$ cat config.mk
export PLATFORM = sky130hd
export DESIGN_NAME = psum_writeback
export DESIGN_NICKNAME = d
export VERILOG_FILES = /design/src/rtl/psum_wb_pkg.sv /design/src/rtl/wb_valid_pipe.sv /design/src/rtl/psum_writeback.sv
export SDC_FILE = /design/constraint.sdc
export NUM_CORES = 1
export LEC_CHECK = 0
export ABC_AREA = 0
export CORE_MARGIN = 4
export CORE_UTILIZATION = 45
export DETAILED_ROUTE_END_ITERATION = 12
export PLACE_DENSITY = 0.92
export REMOVE_ABC_BUFFERS = 1
export SYNTH_ARGS = -nofsm -noshare
export SYNTH_HDL_FRONTEND = slang
export SYNTH_HIERARCHICAL = 1
export SYNTH_SLANG_ARGS = --single-unit
export TNS_END_PERCENT = 50
$ cat constraint.sdc
create_clock -name clk -period 3.2 [get_ports clk]
set_clock_uncertainty 0.05 [all_clocks]
set_input_delay 0.32 -clock clk [delete_from_list [all_inputs] [get_ports clk]]
set_output_delay 0.32 -clock clk [all_outputs]
set_load 0.1 [all_outputs]
$ cat src/rtl/psum_wb_pkg.sv
// psum_wb_pkg: state encoding and default geometry shared by the psum writeback block
package psum_wb_pkg;
  typedef enum logic [1:0] {
    IDLE  = 2'd0,
    DRAIN = 2'd1,
    FLUSH = 2'd2,
    DONE  = 2'd3
  } wb_state_t;
  localparam int COL_DEF     = 8;
  localparam int PSUM_BW_DEF = 16;
  localparam int ADDR_W_DEF  = 11;
endpackage

$ cat src/rtl/wb_valid_pipe.sv
// wb_valid_pipe: LAT-deep valid shift register aligning OFIFO pops with SFP output
module wb_valid_pipe #(
  parameter int LAT = 1
) (
  input  logic clk,
  input  logic reset,
  input  logic flush,
  input  logic din,
  output logic dout
);
  logic [LAT-1:0] sr;
  assign dout = sr[LAT-1];
  always_ff @(posedge clk or negedge reset)
    if (!reset) sr <= '0;
    else sr <= flush ? '0 : LAT'({sr, din});
endmodule

$ cat src/rtl/psum_writeback.sv
// psum_writeback: drains OFIFO rows through the SFP into psum SRAM; PSUM_WB_RELU_EN adds a per-job ReLU on written lanes
module psum_writeback
  import psum_wb_pkg::*;
#(
  parameter int col     = COL_DEF,
  parameter int psum_bw = PSUM_BW_DEF,
  parameter int addr_w  = ADDR_W_DEF,
  parameter int SFP_LAT = 1
) (
  input  logic                   clk,
  input  logic                   reset,
  input  logic                   start,
  input  logic                   clear,
  input  logic [addr_w-1:0]      num_out,
  input  logic [addr_w-1:0]      base_addr,
  input  logic                   ofifo_valid,
  output logic                   ofifo_rd,
  input  logic [col*psum_bw-1:0] sfp_in,
`ifdef PSUM_WB_RELU_EN
  input  logic                   relu_en,
`endif
  output logic                   psum_cen,
  output logic                   psum_wen,
  output logic [addr_w-1:0]      psum_a,
  output logic [col*psum_bw-1:0] psum_d,
  output logic                   busy,
  output logic                   done,
  output logic [addr_w-1:0]      wr_count
);
  wb_state_t state, state_nx;
  logic [addr_w-1:0] num_q, base_q, issued, written;
  logic [col*psum_bw-1:0] wr_row;
  logic load, pipe_out, wr;
  wb_valid_pipe #(.LAT(SFP_LAT)) u_pipe (
    .clk  (clk),
    .reset(reset),
    .flush(clear),
    .din  (ofifo_rd),
    .dout (pipe_out)
  );
  assign load     = state == IDLE && start && !clear;
  assign wr       = pipe_out && !clear;
  assign busy     = state == DRAIN || state == FLUSH;
  assign wr_count = written;
`ifdef PSUM_WB_RELU_EN
  logic relu_q;
  for (genvar i = 0; i < col; i++) begin : g_relu
    assign wr_row[i*psum_bw +: psum_bw] =
      (relu_q && sfp_in[i*psum_bw+psum_bw-1]) ? '0 : sfp_in[i*psum_bw +: psum_bw];
  end
`else
  assign wr_row = sfp_in;
`endif
  always_comb begin
    ofifo_rd = state == DRAIN && ofifo_valid && issued < num_q;
    state_nx = clear          ? IDLE
             : state == IDLE  ? (start ? (num_out == '0 ? DONE : DRAIN) : IDLE)
             : state == DRAIN ? ((ofifo_rd && issued + addr_w'(1) == num_q) ? FLUSH : DRAIN)
             : state == FLUSH ? (written == num_q ? DONE : FLUSH)
             : IDLE;
  end
  always_ff @(posedge clk or negedge reset)
    if (!reset) begin
      state    <= IDLE;
      num_q    <= '0;
      base_q   <= '0;
      issued   <= '0;
      written  <= '0;
      psum_cen <= 1'b1;
      psum_wen <= 1'b1;
      psum_a   <= '0;
      psum_d   <= '0;
      done     <= 1'b0;
`ifdef PSUM_WB_RELU_EN
      relu_q   <= 1'b0;
`endif
    end else begin
      state    <= state_nx;
      done     <= state == DONE && !clear;
      psum_cen <= !wr;
      psum_wen <= !wr;
      if (wr) begin
        psum_a <= base_q + written;
        psum_d <= wr_row;
      end
      if (load) begin
        num_q   <= num_out;
        base_q  <= base_addr;
        issued  <= '0;
        written <= '0;
`ifdef PSUM_WB_RELU_EN
        relu_q  <= relu_en;
`endif
      end else begin
        if (ofifo_rd) issued <= issued + addr_w'(1);
        if (wr) written <= written + addr_w'(1);
      end
    end
endmodule
==> flow_metrics.env, run 1 <==
export IMPL_status="finished clean"
export IMPL_pwr_share_comb=0.564
export IMPL_syn_inst=937
export IMPL_start_util=0.4571
export IMPL_drtIter0Drc=426
export IMPL_ys_warn_count=6
export IMPL_startpoint_type="flip-flop"
export IMPL_place_inst=1446
export IMPL_ys_seq_area_frac=0.5522
export IMPL_io_pins=310
export IMPL_cp_required_ps=2830
export IMPL_ys_ff_latch=188
export IMPL_holdCritPathClass="primary input to flip-flop"
export IMPL_r2r_start="issued[0]"
export IMPL_r2r_end="state[0]"
export IMPL_drive_gt1_frac=0.07717
export IMPL_grt_ovfl_total=0
export IMPL_final_area_um2=12430
export IMPL_grt_max_degree=134
export IMPL_tightestPinTransition_ps=1070
export IMPL_drc_errors=0
export IMPL_setup_viol=0
export IMPL_die_y_um=145.6
export IMPL_hpwl_mm=19.74
export IMPL_core_um2=18640
export IMPL_fin_nets=1415
export IMPL_grt_pass1_wl_mm=42.35
export IMPL_post_drt_wl_per_cell_um=18.18
export IMPL_power_density_nw_per_um2=1044
export IMPL_vdd_drop_max_mv=0.3969
export IMPL_reg2regPathDepth=7
export IMPL_timing_final_crit_share=0.8543
export IMPL_final_cells=1486
export IMPL_cp_max_fo=10
export IMPL_rows=50
export IMPL_whs_endpoint="psum_d[74]"
export IMPL_synthDistinctLibCells=61
export IMPL_gp_congestion=0.9346
export IMPL_critical_path_cell_chain="ha_1, a2111o_1, o21ai_0, a21oi_1, inv_1, buf_12"
export IMPL_die_x_um=145.6
export IMPL_cts_tree="built"
export IMPL_die_area_um2=21200
export IMPL_worstSetupEndpointType="output pin"
export IMPL_slew_viol_final=0
export IMPL_clk_latency_ps=420
export IMPL_io_buffers=309
export IMPL_hold_ws_ps=364.5
export IMPL_intPower_mw=5.834
export IMPL_place_area_um2=11800
export IMPL_rsz0062_at_grt="no"
export IMPL_clockBufferDepth=2
export IMPL_async_flop_share=1.000
export IMPL_multi_input_area_um2=3525
export IMPL_max_freq_mhz=365.8
export IMPL_worst_slack_ps=466.3
export IMPL_maxSlewHeadroom=0.2845
export IMPL_switching_power_mw=7.148
export IMPL_track_usage=0.2505
export IMPL_drt_vias_per_instance=5.174
export IMPL_sw_frac_of_total=0.5506
export IMPL_layout_min_cycle_time_ps=2734
export IMPL_antenna_found_initial=7
export IMPL_p_seq_frac=0.269
export IMPL_synth_edf_count=0
export IMPL_tns_ps=0
export IMPL_holdCritStartpoint="sfp_in[74]"
export IMPL_cts_sinks=188
export IMPL_slowest_delay_ps=540
export IMPL_slowest_stage="dfrtp_1"
export IMPL_first_pass_iters=5
export IMPL_pre_cts_ws_ps=581.5
export IMPL_clkTransAtPathRegs_ps=80
export IMPL_n_fill_cell=1377
export IMPL_cts_root_buf="clkbuf_16"
export IMPL_whs_path_depth=3
export IMPL_leakage_nw=5.998
export IMPL_ctsHtreeMaxLevel=4
export IMPL_grt_pass1_vias=7702
export IMPL_synthFlopType="dfrtp_1"
export IMPL_ff_latch_area_um2=4706
export IMPL_r2r_slack_ps=550
export IMPL_antenna_left=0
export IMPL_worstPathArrival_ps=2360
export IMPL_drt_wl_total_mm=27.02
export IMPL_num_vias=7688
export IMPL_cts_made_buffers=17
export IMPL_critPathKind="flip-flop to output pin"
export IMPL_hold_viol=0
export IMPL_post_cts_setup_buffers=0
export IMPL_pwr_share_clk=0.168
export IMPL_drv_cap=0
export IMPL_syn_avg_cell_area_um2=9.095
export IMPL_netlist_area_um2=8522
export IMPL_synthToLayoutAreaGrowth_pct=45.85
## placed cells by master (no fill, tap or decap), types with 3 or more instances in the layout
cell type        instances
a21oi_1                 24
a21o_1                   5
a31oi_1                  4
ha_1                    27
xnor2_1                 12
xor2_1                  25
inv_1                   23
clkdlybuf4s50_1        283
dfrtp_1                187
inv_6                    4
nor2_1                  23
nand4_1                  5
buf_12                   5
mux2_2                  11
diode_2                  8
inv_8                    4
o211ai_1                 5
nor2b_1                  3
and3_1                   3
nand2_1                426
nor4_1                   6
clkinvlp_4               3
o21ai_0                 29
buf_4                   32
nand3_1                  5
nor3_1                   7
nand2b_1                 4
nor2b_4                  3
o31ai_1                  3
or3_1                    8
clkbuf_16               17
## synthesized netlist by cell type (all sizes together) (11+ instances only)
master	instances	share of area
nand2	426	0.19
dfrtp	187	0.55
o21ai	29	0.017
clkbuf	28	0.012
ha	27	0.040
xor2	25	0.026
a21oi	24	0.014
nor2	24	0.011
inv	23	0.010
buf	18	0.013
xnor2	12	0.012
mux2	11	0.015
## power by group through the flow
stage	Clock [mW]	Sequential [mW]	Combinational [mW]
2_1_floorplan	0	8.03	0.837
3_3_place_gp	0	3.46	7.21
3_5_place_dp	0	3.52	7.31
4_1_cts	2.19	3.48	7.33
5_1_grt	2.31	3.57	7.55
6_report	2.18	3.49	7.32
## cell type report
class / instances / share of cell area
clock inverter: 14 / 0.01379
sequential: 188 / 0.3786
inverter: 24 / 0.007449
timing repair buffer: 322 / 0.2572
tap: 234 / 0.02356
multi-input combinational: 679 / 0.2836
clock buffer: 17 / 0.03423
antenna: 8 / 0.001611
## repair_timing
action	4_1_cts	5_1_grt
gates resized for setup	0	0
hold buffers	1	0
endpoints found under the hold margin	83	0
## how the worst max path moves through the flow
stage | startpoint | endpoint | slack, ps | cells after the start
3_3_place_gp | issued[0] | state[0] | 670 | 7
2_1_floorplan | u_pipe/dout | psum_a[8] | -6900 | 5
6_report | issued[4] | ofifo_rd | 470 | 6
4_1_cts | issued[4] | ofifo_rd | 490 | 6
5_1_grt | num_q[7] | ofifo_rd | 330 | 6
3_5_place_dp | issued[0] | state[0] | 580 | 7
## critical path: cells and delay by family, from the launching register on
kind / cells / cell delay, ps
AO/OA/AOI/OAI: 3 / 680
flip-flops: 1 / 540
buffers and inverters: 2 / 410
adder cells (fa/ha/maj): 1 / 320
## through the flow
step | util | total power, mW
2_1_floorplan | - | 8.865
6_report | 0.6667 | 12.98
3_3_place_gp | 0.6331 | 10.67
4_1_cts | 0.6656 | 13.00
5_1_grt | 0.6667 | 13.43
3_5_place_dp | 0.6331 | 10.83
## kinds of logic after synthesis
logic type / after synthesis / synth area share
AND/OR/NAND/NOR: 514 / 0.2527
flip-flops: 188 / 0.5522
multiplexers: 12 / 0.01571
XOR/XNOR: 37 / 0.03803
adder cells (fa/ha/maj): 28 / 0.04199
buffers and inverters: 70 / 0.03597
AO/OA/AOI/OAI: 88 / 0.06343
## per-layer routing
metal | up-vias | share of wire | global-route usage
li1 | 3609 | - | -
met1 | 3730 | 0.39 | 0.3060
met2 | 296 | 0.52 | 0.4335
met3 | 53 | 0.054 | 0.05699
met4 | 0 | 0.038 | 0.09734
met5 | - | 0 | 0
## registers in the layout, summed over array words and instances (netlist names)
name / count
psum_wen: 1
base_q: 11
wr_count: 11
state: 2
done: 1
num_q: 11
psum_d: 128
psum_a: 11
u_pipe/dout: 1
issued: 11
No activity file was read; power rests on OpenSTA's default activity.
==> inputs of run 2 (changes only) <==
--- a/config.mk
+++ b/config.mk
@@ -7,9 +7,9 @@
 export LEC_CHECK = 0
 export ABC_AREA = 0
 export CORE_MARGIN = 4
-export CORE_UTILIZATION = 45
+export CORE_UTILIZATION = 37
 export DETAILED_ROUTE_END_ITERATION = 12
-export PLACE_DENSITY = 0.92
+export PLACE_DENSITY = 0.74
 export REMOVE_ABC_BUFFERS = 1
 export SYNTH_ARGS = -nofsm -noshare
 export SYNTH_HDL_FRONTEND = slang
==> constraint.sdc (replaced) <==
create_clock -name clk -period 2.4 [get_ports clk]
set_clock_uncertainty 0.05 [all_clocks]
set_input_delay 0.24 -clock clk [delete_from_list [all_inputs] [get_ports clk]]
set_output_delay 0.24 -clock clk [all_outputs]
set_load 0.1 [all_outputs]
==> run 2 against run 1 <==
Against the previous run:
- critical path depth stayed put
- critical endpoint unchanged
- via count down 1.7%
- routed wire length is 4.3% lower
- flip-flop and latch count unchanged
- combinational power rose by 31%
- critical path type unchanged
- sequential share of layout area is 0.45 points lower
- first-iteration DRC count down 5.6%
- die area grew 20%
- largest cell class unchanged
- clock power rose by 28%
- sequential power grew 31%
==> flow_metrics.env, run 2 (synthesis gave the netlist of run 1 again) <==
export IMPL_worstSetupEndpointType="output pin"
export IMPL_final_cells=1577
export IMPL_power_density_nw_per_um2=1349
export IMPL_clockBufferDepth=2
export IMPL_layout_min_cycle_time_ps=2311
export IMPL_status="finished clean"
export IMPL_clkTransAtPathRegs_ps=80
export IMPL_switching_power_mw=9.533
export IMPL_holdCritStartpoint="sfp_in[53]"
export IMPL_hpwl_mm=19.65
export IMPL_largest_register_ff_count=128
export IMPL_die_y_um=159.8
export IMPL_intPower_mw=7.440
export IMPL_startpoint_type="flip-flop"
export IMPL_drt_vias_per_instance=4.791
export IMPL_cts_sinks=188
export IMPL_grt_max_degree=65
export IMPL_p_total_mw=16.97
export IMPL_max_freq_mhz=432.7
export IMPL_critPathKind="flip-flop to output pin"
export IMPL_core_um2=22640
export IMPL_die_area_um2=25520
export IMPL_ctsHtreeMaxLevel=4
export IMPL_io_buffers=309
export IMPL_fin_nets=1460
export IMPL_cp_max_fo=4
export IMPL_cp_required_ps=2110
export IMPL_place_area_um2=11860
export IMPL_pwr_share_clk=0.165
export IMPL_worstPathArrival_ps=2020
export IMPL_worst_slack_ps=88.99
export IMPL_leakage_nw=6.414
export IMPL_io_pins=310
export IMPL_drive_gt1_frac=0.2171
export IMPL_cts_root_buf="clkbuf_16"
export IMPL_setup_viol=0
export IMPL_drv_cap=0
export IMPL_maxSlewHeadroom=0.6185
export IMPL_rows=55
export IMPL_die_x_um=159.8
export IMPL_slew_viol_final=0
export IMPL_track_usage=0.2016
export IMPL_num_vias=7555
export IMPL_startpoint="issued[4]"
export IMPL_r2r_start="issued[4]"
export IMPL_holdCritPathClass="primary input to flip-flop"
export IMPL_regMostFlops="psum_d"
export IMPL_vdd_drop_max_mv=0.6372
export IMPL_pwr_share_comb=0.565
export IMPL_final_area_um2=12580
export IMPL_gp_congestion=0.8981
export IMPL_place_inst=1536
export IMPL_final_common_cell="nand2_1"
export IMPL_drtIter0Drc=402
export IMPL_cts_tree="built"
export IMPL_p_seq_frac=0.270
export IMPL_antenna_found_initial=2
export IMPL_start_util=0.3764
export IMPL_final_cell_mix="nand2_1 (426), buf_4 (204), dfrtp_1 (186)"
export IMPL_timing_final_crit_share=0.9629
export IMPL_post_drt_wl_per_cell_um=16.40
export IMPL_synthToLayoutAreaGrowth_pct=47.63
export IMPL_first_pass_iters=4
export IMPL_antenna_left=0
export IMPL_tightestPinTransition_ps=572.3
export IMPL_hold_viol=0
export IMPL_grt_pass1_vias=7622
export IMPL_grt_ovfl_total=0
export IMPL_cts_made_buffers=17
export IMPL_drc_errors=0
export IMPL_clk_latency_ps=440
export IMPL_grt_pass1_wl_mm=41.48
export IMPL_rsz0062_at_grt="yes"
export IMPL_n_fill_cell=1999
export IMPL_drt_wl_total_mm=25.87
export IMPL_pre_cts_ws_ps=-108.1
export IMPL_sw_frac_of_total=0.5617
## run 2: cell count changes in the layout (fill, tap and decap cells not counted), sizes merged
cell           change
inv                -2
diode              -6
buf              +175
clkinvlp           -3
bufinv             -2
clkinv             +6
clkbuf             +2
clkdlybuf4s50    -130
## run 2: repair_timing
action	CTS	global route
resized for setup	9	9
endpoints found under the setup margin	5	7
setup buffers	4	2
pin swaps	3	4
hold buffers	1	0
hold endpoints to repair	59	0
cloned	0	0
## run 2: layout make-up
type | count | area (um2) | area share
Antenna cell | 2 | 5.005 | 0.0003978
Clock buffer | 19 | 432.9 | 0.03441
Clock inverter | 13 | 151.4 | 0.01203
Inverter | 24 | 95.09 | 0.007558
Multi-Input combinational cell | 679 | 3595 | 0.2857
Sequential cell | 188 | 4707 | 0.3741
Tap cell | 285 | 356.6 | 0.02834
Timing Repair Buffer | 367 | 3238 | 0.2574
## run 2: layer usage
layer,global-route usage,wire (um),up-vias
met5,0,0,-
met4,0.04181,346,0
met3,0.04542,1464,27
met2,0.3529,13360,222
met1,0.2575,10700,3604
li1,-,-,3702
## run 2: worst max-delay path, stage by stage, from the launching register on
cell and delay (ps):
dfrtp_1 430, ha_4 260, a2111o_1 370, o21ai_2 190, a21oi_4 110, inv_4 90
buf_12 170
## run 2: power groups by stage
stage               registers (mW)  clock network (mW)  logic, mW
floorplan                     10.7                   0       1.12
global placement              4.60                   0       9.51
detailed placement            4.65                   0       9.55
CTS                           4.58                2.87       9.61
global route                  4.70                3.03       9.95
finish                        4.58                2.80       9.60
## run 2: worst paths after layout
path                          endpoint  slack (ps)  cells after the start
min in group asynchronous   psum_d[45]         320                      2
max reg2reg                  issued[7]         110                      7
max in group asynchronous    psum_d[6]        1230                      3
min                         psum_d[53]         280                      3
min reg2reg                psum_d[113]         430                      2
max                           ofifo_rd          90                      6
## run 2: through the flow
stage,hold WS (ps),util,setup TNS (ps)
6_report,276.2,0.5557,0
5_1_grt,263.1,0.5557,0
3_3_place_gp,218.4,0.5238,-22.57
2_1_floorplan,-105.6,-,-1092860
4_1_cts,265.6,0.5530,-5.334
3_5_place_dp,221.5,0.5238,-137.4
